### src/rtl/dga_pkg.sv
// dga_pkg: shared constants and width helpers for the decode gate array panel FIFO
package dga_pkg;
  localparam int DGA_PFIFO_WIDTH_DEF = 8;
  localparam int DGA_PFIFO_DEPTH_DEF = 13;
  localparam int DGA_PFIFO_LVL_MAX_W = 7;
  // Wide enough for any level or pointer of a FIFO up to 64 entries.
  typedef logic [DGA_PFIFO_LVL_MAX_W-1:0] dga_lvl_t;
  // Bits needed to hold every value 0..n (n >= 1).
  function automatic int clog2_depth(input int n);
    int w;
    w = 1;
    while ((1 << w) <= n) w++;
    return w;
  endfunction
endpackage

### src/rtl/dga_panel_fifo_if.sv
// dga_panel_fifo_if: IDB-to-XA panel FIFO bus
//   master drives clear_n, wr_en, rd_en, data_in
//   slave drives data_out, full_n, empty_n, level, afull, aempty, ovf, udf
//   (and hwm when DGA_PANEL_FIFO_HWM_EN is defined)
interface dga_panel_fifo_if #(
  parameter int WIDTH = dga_pkg::DGA_PFIFO_WIDTH_DEF,
  parameter int DEPTH = dga_pkg::DGA_PFIFO_DEPTH_DEF
);
  localparam int LW = dga_pkg::clog2_depth(DEPTH);
  logic             clear_n;
  logic             wr_en;
  logic             rd_en;
  logic [WIDTH-1:0] data_in;
  logic [WIDTH-1:0] data_out;
  logic             full_n;
  logic             empty_n;
  logic [LW-1:0]    level;
  logic             afull;
  logic             aempty;
  logic             ovf;
  logic             udf;
`ifdef DGA_PANEL_FIFO_HWM_EN
  logic [LW-1:0]    hwm;
`endif
  modport master (
    output clear_n, wr_en, rd_en, data_in,
`ifdef DGA_PANEL_FIFO_HWM_EN
    input  hwm,
`endif
    input  data_out, full_n, empty_n, level, afull, aempty, ovf, udf
  );
  modport slave (
    input  clear_n, wr_en, rd_en, data_in,
`ifdef DGA_PANEL_FIFO_HWM_EN
    output hwm,
`endif
    output data_out, full_n, empty_n, level, afull, aempty, ovf, udf
  );
endinterface

### src/rtl/dga_fifo_ptr.sv
// dga_fifo_ptr: modulo-DEPTH pointer register
//   sysclk, sys_rst_n (async, active-low), clear_n (sync, active-low), inc -> ptr
module dga_fifo_ptr
  import dga_pkg::*;
#(
  parameter int DEPTH = DGA_PFIFO_DEPTH_DEF,
  parameter int PW    = clog2_depth(DEPTH - 1)
) (
  input  logic          sysclk,
  input  logic          sys_rst_n,
  input  logic          clear_n,
  input  logic          inc,
  output logic [PW-1:0] ptr
);
  localparam logic [PW-1:0] LAST = PW'(DEPTH - 1);
  logic [PW-1:0] ptr_q, ptr_d;
  // Explicit wrap compare so non-power-of-two depths count correctly.
  always_comb ptr_d = !clear_n ? '0 : !inc ? ptr_q : (ptr_q == LAST) ? '0 : ptr_q + 1'b1;
  always_ff @(posedge sysclk or negedge sys_rst_n)
    if (!sys_rst_n) ptr_q <= '0;
    else            ptr_q <= ptr_d;
  assign ptr = ptr_q;
endmodule

### src/rtl/dga_panel_fifo.sv
// dga_panel_fifo: parametrised first-word-fall-through panel FIFO between IDB and XA
//   sysclk     system clock, rising edge
//   sys_rst_n  asynchronous active-low reset
//   bus        dga_panel_fifo_if.slave: clear_n/wr_en/rd_en/data_in in;
//              data_out/full_n/empty_n/level/afull/aempty/ovf/udf out
//   DGA_PANEL_FIFO_HWM_EN adds bus.hwm, the high-water mark since reset/clear.
module dga_panel_fifo
  import dga_pkg::*;
#(
  parameter int WIDTH     = DGA_PFIFO_WIDTH_DEF,
  parameter int DEPTH     = DGA_PFIFO_DEPTH_DEF,
  parameter int AFULL_TH  = 11,
  parameter int AEMPTY_TH = 2
) (
  input logic             sysclk,
  input logic             sys_rst_n,
  dga_panel_fifo_if.slave bus
);
  localparam int LW = clog2_depth(DEPTH);
  localparam int PW = clog2_depth(DEPTH - 1);
  localparam logic [LW-1:0] LDEPTH = LW'(DEPTH);
  localparam logic [LW-1:0] LAF    = LW'(AFULL_TH);
  localparam logic [LW-1:0] LAE    = LW'(AEMPTY_TH);
  logic [WIDTH-1:0] mem [DEPTH];
  logic [LW-1:0]    level_q, level_d;
  logic             ovf_q, ovf_d, udf_q, udf_d;
  logic [PW-1:0]    wr_ptr, rd_ptr;
  logic             full, empty, wr_ok, rd_ok;
  assign full  = level_q == LDEPTH;
  assign empty = level_q == '0;
  // A full FIFO still accepts a write when the same cycle pops the head.
  assign wr_ok = bus.clear_n && bus.wr_en && (!full || bus.rd_en);
  assign rd_ok = bus.clear_n && bus.rd_en && !empty;
  always_comb begin
    level_d = !bus.clear_n ? '0 : level_q + LW'(wr_ok) - LW'(rd_ok);
    ovf_d   = bus.clear_n && (ovf_q || (bus.wr_en && full && !bus.rd_en));
    udf_d   = bus.clear_n && (udf_q || (bus.rd_en && empty));
  end
  always_ff @(posedge sysclk or negedge sys_rst_n)
    if (!sys_rst_n) begin
      level_q <= '0;
      ovf_q   <= 1'b0;
      udf_q   <= 1'b0;
    end else begin
      level_q <= level_d;
      ovf_q   <= ovf_d;
      udf_q   <= udf_d;
    end
  always_ff @(posedge sysclk)
    if (wr_ok) mem[wr_ptr] <= bus.data_in;
  dga_fifo_ptr #(.DEPTH(DEPTH), .PW(PW)) u_wr_ptr (
    .sysclk(sysclk), .sys_rst_n(sys_rst_n), .clear_n(bus.clear_n), .inc(wr_ok), .ptr(wr_ptr)
  );
  dga_fifo_ptr #(.DEPTH(DEPTH), .PW(PW)) u_rd_ptr (
    .sysclk(sysclk), .sys_rst_n(sys_rst_n), .clear_n(bus.clear_n), .inc(rd_ok), .ptr(rd_ptr)
  );
  assign bus.data_out = empty ? '0 : mem[rd_ptr];
  assign bus.full_n   = !full;
  assign bus.empty_n  = !empty;
  assign bus.level    = level_q;
  assign bus.afull    = level_q >= LAF;
  assign bus.aempty   = level_q <= LAE;
  assign bus.ovf      = ovf_q;
  assign bus.udf      = udf_q;
`ifdef DGA_PANEL_FIFO_HWM_EN
  logic [LW-1:0] hwm_q, hwm_d;
  always_comb hwm_d = !bus.clear_n ? '0 : (level_d > hwm_q) ? level_d : hwm_q;
  always_ff @(posedge sysclk or negedge sys_rst_n)
    if (!sys_rst_n) hwm_q <= '0;
    else            hwm_q <= hwm_d;
  assign bus.hwm = hwm_q;
`endif
endmodule

### src/flat_wrapper.sv
// flat-port wrapper written by rule: the top's interface ports become plain ports
module dga_panel_fifo_flat import dga_pkg::*;
#(
  parameter int WIDTH     = DGA_PFIFO_WIDTH_DEF,
  parameter int DEPTH     = DGA_PFIFO_DEPTH_DEF,
  parameter int AFULL_TH  = 11,
  parameter int AEMPTY_TH = 2
)
  (sysclk, sys_rst_n, bus_clear_n, bus_wr_en, bus_rd_en, bus_data_in, bus_data_out, bus_full_n, bus_empty_n, bus_level, bus_afull, bus_aempty, bus_ovf, bus_udf);
  dga_panel_fifo_if #(.WIDTH(WIDTH), .DEPTH(DEPTH)) bus_i ();
  input logic sysclk;
  input logic sys_rst_n;
  input wire logic [$bits(bus_i.clear_n)-1:0] bus_clear_n;
  input wire logic [$bits(bus_i.wr_en)-1:0] bus_wr_en;
  input wire logic [$bits(bus_i.rd_en)-1:0] bus_rd_en;
  input wire logic [$bits(bus_i.data_in)-1:0] bus_data_in;
  output wire logic [$bits(bus_i.data_out)-1:0] bus_data_out;
  output wire logic [$bits(bus_i.full_n)-1:0] bus_full_n;
  output wire logic [$bits(bus_i.empty_n)-1:0] bus_empty_n;
  output wire logic [$bits(bus_i.level)-1:0] bus_level;
  output wire logic [$bits(bus_i.afull)-1:0] bus_afull;
  output wire logic [$bits(bus_i.aempty)-1:0] bus_aempty;
  output wire logic [$bits(bus_i.ovf)-1:0] bus_ovf;
  output wire logic [$bits(bus_i.udf)-1:0] bus_udf;
  assign bus_i.clear_n = bus_clear_n;
  assign bus_i.wr_en = bus_wr_en;
  assign bus_i.rd_en = bus_rd_en;
  assign bus_i.data_in = bus_data_in;
  assign bus_data_out = bus_i.data_out;
  assign bus_full_n = bus_i.full_n;
  assign bus_empty_n = bus_i.empty_n;
  assign bus_level = bus_i.level;
  assign bus_afull = bus_i.afull;
  assign bus_aempty = bus_i.aempty;
  assign bus_ovf = bus_i.ovf;
  assign bus_udf = bus_i.udf;
  dga_panel_fifo #(.WIDTH(WIDTH), .DEPTH(DEPTH), .AFULL_TH(AFULL_TH), .AEMPTY_TH(AEMPTY_TH)) u_core (.sysclk(sysclk), .sys_rst_n(sys_rst_n), .bus(bus_i));
endmodule
### config.mk
export PLATFORM = sky130hd
export DESIGN_NAME = dga_panel_fifo_flat
export DESIGN_NICKNAME = d
export VERILOG_FILES = /design/src/rtl/dga_pkg.sv /design/src/rtl/dga_panel_fifo_if.sv /design/src/rtl/dga_fifo_ptr.sv /design/src/rtl/dga_panel_fifo.sv /design/src/flat_wrapper.sv
export SDC_FILE = /design/constraint.sdc
export NUM_CORES = 1
export LEC_CHECK = 0
export ABC_AREA = 1
export CAP_MARGIN = 30
export CELL_PAD_IN_SITES_DETAIL_PLACEMENT = 0
export CELL_PAD_IN_SITES_GLOBAL_PLACEMENT = 1
export CORE_MARGIN = 10
export CORE_UTILIZATION = 40
export DETAILED_ROUTE_END_ITERATION = 8
export PLACE_DENSITY_LB_ADDON = 0.3
export SLEW_MARGIN = 20
export SYNTH_ARGS = -nofsm -noshare
export SYNTH_HDL_FRONTEND = slang
export SYNTH_SLANG_ARGS = --single-unit
### constraint.sdc
create_clock -name sysclk -period 2.5 [get_ports sysclk]
set_clock_uncertainty 0.05 [all_clocks]
set_input_delay 0.25 -clock sysclk [delete_from_list [all_inputs] [get_ports sysclk]]
set_output_delay 0.25 -clock sysclk [all_outputs]
set_load 0.005 [all_outputs]
Word level (Yosys, flattened, before mapping). Memories as Yosys holds them, arrays and structs flattened. Cells that the tools add are included.

Bits in registers: 14. Memory bits (writable): 104. Input bits: 13. Output and inout bits: 18. Logic and storage cells: 43. Memories kept: 1.

Memories: u_core.mem (words 13, bits a word 8, read ports 1, clocked after Yosys merged registers in 0, write ports 1, line dga_panel_fifo.sv:24) `logic [WIDTH-1:0] mem [DEPTH];`.

$add $sub $neg: 4. $lt $le $gt $ge: 2. Equal/unequal tests: 5. Mux-type cells: 10. Reduce and logical (&&, ||, !) cells: 16.

Operators with widths (number): $mux W4 (7); $eq A4 B4 Y1 const B (3); $logic_and A1 B1 Y1 (9); $add A4 B1 Y4 const B (2); $mux W8 (1); $add A4 B1 Y4 (1); $ge A4 B4 Y1 const B (1); $le A4 B2 Y1 const B (1); $logic_not A4 Y1 (1); $ne A2 B1 Y1 const B (2); $sub A4 B1 Y4 (1); $logic_not A1 Y1 (3); $logic_or A1 B1 Y1 (3); $mux W1 (2).

Depth between registers and ports, before layout. Gate-level depths: netlist (run 1).

Depth in word-level cells: 7. Mapped depth: 13. Depth with buffers taken out: 13.

Hierarchy. Synthesis (run 1) repeated with hierarchy kept, for this count alone.

Cell total of the unflattened synthesis: 550. Area total of the unflattened synthesis: 5454.0 sq um.

Modules (own cells, without submodules): dga_panel_fifo (instances 1, cells an instance 480, area an instance 4966.0 sq um, sequential area each 3273.1 sq um); dga_fifo_ptr (instances 2, cells an instance 35, area an instance 244.0 sq um, sequential area each 100.1 sq um).

Least setup slack after synthesis (run 1). No wires, ideal clock.

Path type: reg2reg. Start: register u_core.level_q[2] (netlist: u_core.bus.level[2]). End: register u_core.level_q[2] (netlist: u_core.bus.level[2]). Setup time: 0.117 ns. Data arrival time: 2.029 ns. Required time: 2.333 ns. Path slack: 0.304 ns. Cell stages (with the launch flop): 12. Path buffers: 0. Period minus slack after synthesis: 2.196 ns. Cells stage by stage: dfrtp_1 inv_1 ha_1 nand3_2 inv_2 nor2_4 ha_1 inv_1 ha_1 fa_1 nor2_1 nor2_1.

Elaborated cells between the ends (all ways): 10. Classes of those cells: 2 x add/sub; 1 x eq/ne; 1 x mux; 6 x reduce/logical.

RTL lines: start, declared (line dga_panel_fifo.sv:25) `logic [LW-1:0] level_q, level_d;`; start signal, assigned (line dga_panel_fifo.sv:45) `level_q <= level_d;`; $logic_not A4 Y1 (line dga_panel_fifo.sv:30) `assign empty = level_q == '0;`; $logic_not A1 Y1; via bus_empty_n (line flat_wrapper.sv:19) `output wire logic [$bits(bus_i.empty_n)-1:0] bus_empty_n;`; $logic_and A1 B1 Y1 (line dga_panel_fifo.sv:33) `assign rd_ok = bus.clear_n && bus.rd_en && !empty;`; $sub A4 B1 Y4 (line dga_panel_fifo.sv:35) `level_d = !bus.clear_n ? '0 : level_q + LW'(wr_ok) - LW'(rd_ok);`; $mux W4 (line dga_panel_fifo.sv:35); via u_core.level_d[2] (line dga_panel_fifo.sv:25).

The timed path passes the listed nets, and every way through them passes these cells. A chain may end at the register's enable or synchronous reset.

Worst setup path in the final report (run 1).
Start: register u_core.u_rd_ptr.ptr_q[0] (netlist: u_core.u_rd_ptr.ptr[0]). End: output bus_data_out[1].

Longest elaborated chain between the ends: 2.

RTL lines: start, declared (line dga_fifo_ptr.sv:16) `logic [PW-1:0] ptr_q, ptr_d;`; start signal, assigned (line dga_fifo_ptr.sv:21) `else ptr_q <= ptr_d;`; $mem_v2 Z13 W8; $mux W8 (line dga_panel_fifo.sv:57) `assign bus.data_out = empty ? '0 : mem[rd_ptr];`; end, declared (line flat_wrapper.sv:17) `output wire logic [$bits(bus_i.data_out)-1:0] bus_data_out;`.

Every way passes these cells.

==> flow_metrics.tcl, run 1 <==
set metrics [dict create \
    outcome "complete, no violations" \
    power.density_nw_per_um2 948 \
    num_rows 42 \
    ctsRootBufferMaster "clkbuf_16" \
    synth_compound_area_frac 0.0314 \
    grt_pass1_wl_mm 19.3 \
    power.share.clock 0.379 \
    area_delta_synth_final_pct 24.1 \
    drc 0 \
    fillCellCount 1151 \
    min_period_over_period 0.939 \
    setup_ws_ps 153 \
    share_seq_of_total_power 0.358 \
    crit_required_ps 2200 \
    p_int_mw 4.50 \
    grt_pass1_vias 3686 \
    fin_crit_ps 2350 \
    clk_pin_slew_ps 50 \
    synth_warnings 0 \
    total_power_mw 6.33 \
    wire_per_inst_um 15.9 \
    ctsHtreeMaxLevel 4 \
    clock.fmax_mhz 426 \
    ir_worst_vdd_v 0.000715 \
    slowest_stage "dfrtp_2" \
    p_sw_mw 1.83 \
    nNetsFinal 611 \
    synth_area_um2 5380 \
    synth_nets 553 \
    critPathKind "reg2out" \
    synth_cell_types 30 \
    coreArea_um2 13200 \
    postPlaceCellArea_um2 5940 \
    pre_cts_slack_ps 103 \
    finish.instance_area_um2 6680 \
    rsz0062_at_grt "false" \
    crit_fanout 17 \
    multi_input_area_um2 1510 \
    first_pass_iters 4 \
    seq_area_frac_synth 0.645 \
    synth_area_per_cell_um2 10.3 \
    finalSetupViolations 0 \
    comb_power_share 0.264 \
    die_w_um 136 \
    seq_area_um2 3470 \
    synthSimpleGateAreaFrac 0.203 \
    tightest_slew_ps 682 \
    ys.flop_type "edfxtp_1" \
    total_leakage_power_nw 2.85 \
    async_flop_share 0.119 \
    switching_share 0.290 \
    grt-ovfl-total 0 \
    cts.sinks 118 \
    ant_nets 0 \
    muxShareOfSynthArea 0 \
    maxSlewViolCount 0 \
    cts_inserted_buffers 17 \
    start_kind "flip-flop" \
    max-slew-margin-rel 0.544 \
    drtIter0Drc 279 \
    cp_common_cell "nand3_1" \
    routed_wirelength_mm 12.2 \
    hold_buffers 0 \
    cts_tree "yes" \
    cp.arrival_ps 2050 \
    cpPeakStageDelay_ps 450 \
    finalHoldViolCount 0 \
    ioPinCount 31 \
    synth_fa_ha_area_frac 0.0363 \
    antenna_found_initial 0 \
    port_buffers 30 \
    crit_path_end_kind "output port" \
    vias_per_cell 4.75 \
    stdcell_count 772 \
    clockBufferDepth 2 \
    gp_congestion 0.801 \
    clk_latency_ps 410 \
    drive_above_1_share 0.133 \
    maxCapViolations 0 \
    hold_class "in2async" \
    path_cells "inv_4 > buf_4 > clkbuf_16 > nand2_1 > nand3_1 > nand3_1 > nand3_1 > a21oi_2 > dlygate4sd2_1" \
    grt_max_degree 36 \
    vias 3664 \
    synth_top_family_by_area "simple AND/OR/NAND/NOR gates" \
    ys_ff_latch 118 \
    die_y_um 136 \
    dp_hpwl_mm 7.91 \
    grt_usage 0.137 \
    tns_ps 0 \
    synth-xor-area-share 0.00488 \
    synth_edf_count 104 \
    n_antenna_cell 0 \
    synth_cells 525 \
    place_inst 731 \
    initial_core_util 0.408 \
    die_area_um2 18500 \
]
## power groups by stage
stage	logic, mW	registers [mW]	clock network (mW)
final	1.67	2.27	2.40
after floorplan	0.922	2.29	0
after global placement	1.51	2.29	0
after CTS	1.52	2.26	2.42
after detailed placement	1.52	2.30	0
after global routing	1.87	2.27	2.51
## state kept, by name (all words and copies together) (netlist names)
register / count
u_core.u_rd_ptr.ptr: 4
u_core.bus.udf: 1
u_core.u_wr_ptr.ptr: 4
u_core.mem: 104
u_core.bus.ovf: 1
u_core.bus.level: 4
## what timing repair did
action	4_1_cts	5_1_grt
pin swaps	0	2
setup endpoints to repair	8	6
resized for setup	12	20
cloned	0	1
setup buffers	0	8
## kinds of logic after synthesis
group,count (synthesis)
fa+ha+maj,15
flops,118
xor+xnor,3
compound gates,32
buf+inv,97
simple gates,260
## cells in the final DEF, fill, tap and decap left out, drive strengths merged, types with 2 or more instances in the layout
master	count
clkdlybuf4s50	22
clkinvlp	3
ha	14
bufinv	3
buf	30
clkbuf	20
edfxtp	104
xor2	2
a21oi	10
nor2	46
nor3	10
inv	74
nand3	66
dlygate4sd2	5
dfrtp	14
dlymetal6s2s	3
clkinv	8
o21ai	17
o22ai	2
nand2	137
## layout make-up
type	count	area share
Clock buffer	19	0.0648
Clock inverter	13	0.0236
Inverter	75	0.0440
Multi-Input combinational cell	310	0.226
Sequential cell	118	0.520
Tap cell	176	0.0329
Timing Repair Buffer	61	0.0885
## synth_stat cells (2+ instances only)
cell type,count,area (um^2)
nand3_1,65,325
edfxtp_1,104,3120
nand2_1,136,510
buf_2,11,55.1
ha_1,14,175
inv_1,68,255
clkbuf_1,2,7.51
nor2_1,45,169
xor2_1,2,17.5
o21ai_1,11,55.1
buf_6,3,33.8
o21ai_0,6,30.0
o22ai_1,2,12.5
a21oi_1,10,50.1
inv_2,7,26.3
buf_4,4,30.0
nor3_1,9,45.0
dfrtp_1,14,350
## path summary, 6_finish.rpt
kind	start	endpoint	slack, ps	depth (start not counted)
setup / recovery	u_core.u_rd_ptr.ptr[0]$_DFFE_PN0P_	bus_data_out[1]	150	9
hold / removal	sys_rst_n	u_core.bus.level[3]$_DFF_PN0_	200	1
setup reg to reg	u_core.bus.level[2]$_DFF_PN0_	u_core.bus.level[2]$_DFF_PN0_	190	11
hold reg to reg	u_core.bus.udf$_DFF_PN0_	u_core.bus.udf$_DFF_PN0_	440	1
max in group asynchronous	sys_rst_n	u_core.u_rd_ptr.ptr[0]$_DFFE_PN0P_	1720	1
min in group sysclk	bus_wr_en	u_core.bus.ovf$_DFF_PN0_	390	3
## worst max-delay path: cells and delay by family, from the launching register on
family | cells | cell delay [ps]
buf+inv | 4 | 650
flops | 1 | 450
simple gates | 4 | 320
compound gates | 1 | 210
## per-layer routing
layer  routed length (um)  GRT usage  up-vias  part of all wire
met5                    0          0        -                 0
met4                  195     0.0521        0             0.016
met3                  717     0.0402       13             0.059
met2                 6330      0.232       90              0.52
met1                 5000      0.162     1719              0.41
li1                     -          -     1842                 -
## per-stage QoR
| step | hold slack [ps] | util |
|---|---|---|
| CTS | 228 | 0.496 |
| global placement | 425 | 0.450 |
| floorplan | -95.6 | - |
| finish | 203 | 0.507 |
| detailed placement | 431 | 0.450 |
| global route | 245 | 0.507 |
(Power assumes the default switching activity.)
==> inputs of run 2 (changes only) <==
--- a/config.mk
+++ b/config.mk
@@ -16,4 +16,5 @@
 export SLEW_MARGIN = 20
 export SYNTH_ARGS = -nofsm -noshare
 export SYNTH_HDL_FRONTEND = slang
+export SYNTH_HIERARCHICAL = 1
 export SYNTH_SLANG_ARGS = --single-unit
==> run 2 against run 1 <==
Design area grew 0.99%. Sequential power about the same. Hold slack improved by 5.5 ps. Fmax increased by 0.43%. First-iteration DRC count fell by 10%. Critical path depth is 1 lower. Die area increased by 1.1%. Critical endpoint is now bus_data_out[6].
==> flow_metrics.tcl, run 2 <==
set metrics [dict create \
    nNetsFinal 638 \
    area_delta_synth_final_pct 23.8 \
    n_antenna_cell 0 \
    min_period_over_period 0.935 \
    dp_hpwl_mm 8.17 \
    ir_worst_vdd_v 0.000355 \
    power.density_nw_per_um2 826 \
    synth_area_um2 5450 \
    clockBufferDepth 2 \
    maxCapViolations 0 \
    cts_tree "yes" \
    async_flop_share 0.119 \
    clk_latency_ps 410 \
    top_register "u_core/mem" \
    hold_class "in2async" \
    layout_commonest_cell "nand2_1" \
    fin_crit_ps 2340 \
    ioPinCount 31 \
    grt_pass1_wl_mm 19.9 \
    finalSetupViolations 0 \
    die_y_um 137 \
    yosysTopAreaCell "edfxtp_1" \
    synth_cells 550 \
    postPlaceCellArea_um2 6030 \
    fillCellCount 1199 \
    max-slew-margin-rel 0.541 \
    ys.flop_type "edfxtp_1" \
    routed_wirelength_mm 12.7 \
    drive_above_1_share 0.126 \
    vias 3808 \
    synth_edf_count 104 \
    die_area_um2 18700 \
    port_buffers 30 \
    synth_compound_area_frac 0.0266 \
    cp.arrival_ps 2040 \
    power.share.clock 0.402 \
    ctsRootBufferMaster "clkbuf_16" \
    synth_cell_types 25 \
    synthDominantCellAreaShare 0.573 \
    maxSlewViolCount 0 \
    synth_area_per_cell_um2 9.92 \
    crit_fanout 16 \
    outcome "complete, no violations" \
    finish.instance_area_um2 6750 \
    clock.fmax_mhz 428 \
    p_int_mw 4.10 \
    clk_pin_slew_ps 50 \
    grt-ovfl-total 0 \
    ant_nets 0 \
    tns_ps 0 \
    crit_required_ps 2200 \
    grt_pass1_vias 3746 \
    comb_power_share 0.196 \
    tightest_slew_ps 687 \
    die_w_um 137 \
    p_sw_mw 1.47 \
    seq_area_frac_synth 0.637 \
    start_kind "flip-flop" \
    total_power_mw 5.57 \
    synth_area_leaders "edfxtp_1 57%, nand2_1 11%, dfrtp_1 6.4%, nand3_1 5.9%, inv_1 5.7%" \
    synth_warnings 6 \
    rsz0062_at_grt "false" \
    drc 0 \
    largest_reg_flops 104 \
    total_leakage_power_nw 2.88 \
    switching_share 0.264 \
    yosysMostFrequentCell "nand2_1" \
    gp_congestion 0.781 \
    num_rows 42 \
    critPathKind "reg2out" \
    vias_per_cell 4.75 \
    drtIter0Drc 250 \
    synth_nets 576 \
    final_cell_mix "158 x nand2_1, 104 x edfxtp_1, 82 x inv_1, 57 x nand3_1, 45 x nor2_1" \
    first_pass_iters 4 \
    synth-xor-area-share 0.00161 \
    synthSimpleGateAreaFrac 0.215 \
    yosys-top-cells-count "158 x nand2_1, 104 x edfxtp_1, 83 x inv_1" \
    initial_core_util 0.410 \
    coreArea_um2 13300 \
    ctsHtreeMaxLevel 4 \
    cts_inserted_buffers 17 \
    crit_path_end_kind "output port" \
    synth_top_family_by_area "simple AND/OR/NAND/NOR gates" \
    grt_usage 0.142 \
    wire_per_inst_um 15.9 \
    ys_ff_latch 118 \
    antenna_found_initial 0 \
    grt_max_degree 25 \
    muxShareOfSynthArea 0 \
    finalHoldViolCount 0 \
    share_seq_of_total_power 0.403 \
    cts.sinks 118 \
    synth_fa_ha_area_frac 0.0312 \
]
==> run 2: changes by cell type in the layout (fill, tap and decap cells not counted), moves of 5 or more <==
cell      previous run  this run
nand2_1            136       158
inv_1               68        82
o21ai_1             11         4
nand3_1             63        57
clkinv_1             1         6
nand3_2              3         8
o21ai_0              6        11
==> run 2: cell type report <==
| cell class | instances | area [um^2] | area share |
|---|---|---|---|
| multi-input cells | 325 | 1550 | 0.230 |
| clock buffers | 19 | 433 | 0.0641 |
| clock inverters | 13 | 114 | 0.0169 |
| repair inverters | 1 | 8.76 | 0.00130 |
| inverters | 88 | 353 | 0.0523 |
| flip-flops and latches | 118 | 3480 | 0.515 |
| well taps | 176 | 220 | 0.0326 |
| repair buffers | 61 | 589 | 0.0873 |
==> run 2: cell families after synthesis <==
family,after synthesis
fa+ha+maj,13
simple gates,283
xor+xnor,1
flops,118
compound gates,28
buf+inv,107
==> run 2: power groups by stage <==
| stage | clock network, mW | registers, mW | logic, mW |
|---|---|---|---|
| final | 2.24 | 2.24 | 1.09 |
| after global routing | 2.37 | 2.25 | 1.21 |
| after CTS | 2.28 | 2.24 | 1.10 |
| after detailed placement | 0 | 2.29 | 0.999 |
| after global placement | 0 | 2.29 | 0.989 |
| after floorplan | 0 | 2.27 | 0.560 |
==> run 2: path summary, 6_finish.rpt <==
check	startpoint	endpoint	slack, ps	cells after the start
max in group asynchronous	sys_rst_n	u_core/u_rd_ptr/ptr[0]$_DFFE_PN0P_	1690	1
min in group sysclk	u_core/bus.udf$_DFF_PN0_	u_core/bus.udf$_DFF_PN0_	460	2
worst min-delay path	sys_rst_n	u_core/bus.level[1]$_DFF_PN0_	210	1
worst max-delay path	u_core/u_rd_ptr/ptr[0]$_DFFE_PN0P_	bus_data_out[6]	160	8
worst min register to register	u_core/bus.udf$_DFF_PN0_	u_core/bus.udf$_DFF_PN0_	460	2
worst max register to register	u_core/bus.level[2]$_DFF_PN0_	u_core/bus.level[2]$_DFF_PN0_	200	11
==> run 2: worst max-delay path, cell delays in order (launching register included) <==
cell and delay [ps]:
dfrtp_4 480, buf_12 160, buf_16 160, nand2_1 70, nand3_1 80, nand3_1 100
nand3_1 130, a21oi_2 190, dlygate4sd2_1 250
==> run 2: timing repair <==
item                                    in CTS  in global routing
cloned                                       3                  0
buffers inserted                             4                  0
endpoints found under the setup margin       8                  1
hold buffers                                 0                  0
pin swaps                                    4                  0
resized for setup                           29                  1
==> run 2: per-stage QoR <==
step	std cells	util	hold slack [ps]	worst slack [ps]
after detailed placement	762	0.454	446	157
final	801	0.508	208	163
after global routing	801	0.508	244	17.2
after floorplan	550	-	-95.6	226
after CTS	801	0.508	221	141
after global placement	762	0.454	444	231
==> run 2: per-layer routing <==
metal,vias to the layer above,part of all wire,track usage
li1,1914,-,-
met2,95,0.47,0.221
met3,15,0.060,0.0374
met4,0,0.020,0.0697
met1,1784,0.45,0.180
met5,-,0,0
==> inputs of run 3 (changes only) <==
--- a/config.mk
+++ b/config.mk
@@ -13,6 +13,7 @@
 export CORE_UTILIZATION = 40
 export DETAILED_ROUTE_END_ITERATION = 8
 export PLACE_DENSITY_LB_ADDON = 0.3
+export SKIP_CTS_REPAIR_TIMING = 1
 export SLEW_MARGIN = 20
 export SYNTH_ARGS = -nofsm -noshare
 export SYNTH_HDL_FRONTEND = slang
==> run 3 against run 2 <==
Sequential share of layout area is 0.12 points lower. Setup slack worse by 330 ps. Fmax is 12% lower. Die area stayed put. Design area is 0.24% higher. Critical endpoint is now bus_data_out[7]. Sequential power hardly changed. The run now ends with setup timing left. Wire length is 0.72% higher. Global-route usage is 0.58 points lower. Count of clock-buffer cells in the layout stayed put.
==> flow_metrics.tcl, run 3 (same netlist as run 2, synthesis figures left out) <==
set metrics [dict create \
    layout_commonest_cell "nand2_1" \
    maxSlewViolCount 0 \
    ctsRootBufferMaster "clkbuf_16" \
    cts_inserted_buffers 17 \
    ant_nets 0 \
    antenna_found_initial 0 \
    top_register "u_core/mem" \
    hold_class "in2async" \
    pre_cts_slack_ps 157 \
    wire_per_inst_um 16.0 \
    die_w_um 137 \
    clockBufferDepth 2 \
    finalSetupViolations 3 \
    drtIter0Drc 279 \
    crit_fanout 16 \
    utilization 0.509 \
    min_period_over_period 1.07 \
    routed_wirelength_mm 12.8 \
    grt-ovfl-total 0 \
    clock.fmax_mhz 375 \
    drc 0 \
    ctsHtreeMaxLevel 4 \
    outcome "finished, violations left" \
    final_cell_mix "158 x nand2_1, 104 x edfxtp_1, 83 x inv_1, 62 x nand3_1, 45 x nor2_1" \
    maxCapViolations 0 \
    grt_max_degree 47 \
    largest_reg_flops 104 \
    crit_path_end_kind "output port" \
    grt_pass1_vias 3677 \
    clk_pin_slew_ps 50 \
    setup_ws_ps -169 \
    holdWs_ps 208 \
    vias 3899 \
    critPathKind "reg2out" \
    grt_pass1_wl_mm 19.2 \
    dp_hpwl_mm 8.17 \
    tightest_slew_ps 691 \
    coreArea_um2 13300 \
    first_pass_iters 6 \
    nNetsFinal 640 \
    start_kind "flip-flop" \
    ioPinCount 31 \
    total_power_mw 5.61 \
    failed_checks "setup timing" \
    stdcell_count 803 \
    ir_worst_vdd_v 0.000390 \
    finish.instance_area_um2 6770 \
    port_buffers 30 \
    n_antenna_cell 0 \
    place_inst 762 \
    rsz0062_at_grt "true" \
    grt_usage 0.136 \
    area_delta_synth_final_pct 24.1 \
    die_y_um 137 \
    postPlaceCellArea_um2 6030 \
    drive_above_1_share 0.123 \
    max-slew-margin-rel 0.538 \
    die_area_um2 18700 \
    total_leakage_power_nw 2.92 \
    num_rows 42 \
    fin_crit_ps 2670 \
    vias_per_cell 4.86 \
    cts_tree "yes" \
    gp_congestion 0.781 \
    crit_required_ps 2200 \
    power.density_nw_per_um2 829 \
    finalHoldViolCount 0 \
    clk_latency_ps 410 \
    cts.sinks 118 \
    initial_core_util 0.410 \
    cp.arrival_ps 2370 \
    tns_ps -333 \
]
## run 3: cell count changes in the layout (fill, tap and decap cells not counted), moves of 3 or more
cell             change
clkdlybuf4s50_1      +3
dlygate4sd2_1        -8
dlymetal6s2s_1       +5
nand3_1              +5
nand3_2              -5
## run 3: where the power goes
part           leakage [nW]  switching, mW  internal, mW
combinational          1.53          0.626         0.506
sequential             1.12         0.0460          2.20
clock                 0.264          0.802          1.44
total                  2.92           1.47          4.14
## run 3: layout make-up
type / count / area (um^2)
Multi-Input combinational cell: 325 / 1540
Timing Repair inverter: 1 / 16.3
Tap cell: 176 / 220
Timing Repair Buffer: 63 / 623
Clock buffer: 19 / 433
Sequential cell: 118 / 3480
Inverter: 88 / 345
Clock inverter: 13 / 114
Fill cell: 1191 / 6530
## run 3: path summary, 6_finish.rpt
check                                                    from                                 end  slack, ps  cells after the start
hold reg to reg                      u_core/bus.udf$_DFF_PN0_            u_core/bus.udf$_DFF_PN0_        460                      2
setup reg to reg                u_core/bus.level[2]$_DFF_PN0_       u_core/bus.level[2]$_DFF_PN0_        210                     11
setup / recovery           u_core/u_rd_ptr/ptr[0]$_DFFE_PN0P_                     bus_data_out[7]       -170                      8
min in group sysclk                  u_core/bus.udf$_DFF_PN0_            u_core/bus.udf$_DFF_PN0_        460                      2
max in group asynchronous                           sys_rst_n  u_core/u_rd_ptr/ptr[0]$_DFFE_PN0P_       1680                      1
hold / removal                                      sys_rst_n       u_core/bus.level[1]$_DFF_PN0_        210                      1
## run 3: worst max-delay path, stage by stage, from the launching register on
cell and delay, ps:
dfrtp_4 480, buf_2 170, clkbuf_16 190, nand2_1 70, nand3_1 70, nand3_1 100, nand3_1 160, a21oi_2 200
clkdlybuf4s50_1 520
## run 3: per-layer routing
metal	up-vias	wire length [um]	track usage
met1	1858	5730	0.175
met5	-	0	0
met3	10	674	0.0370
li1	1918	-	-
met2	113	6240	0.212
met4	0	178	0.0597
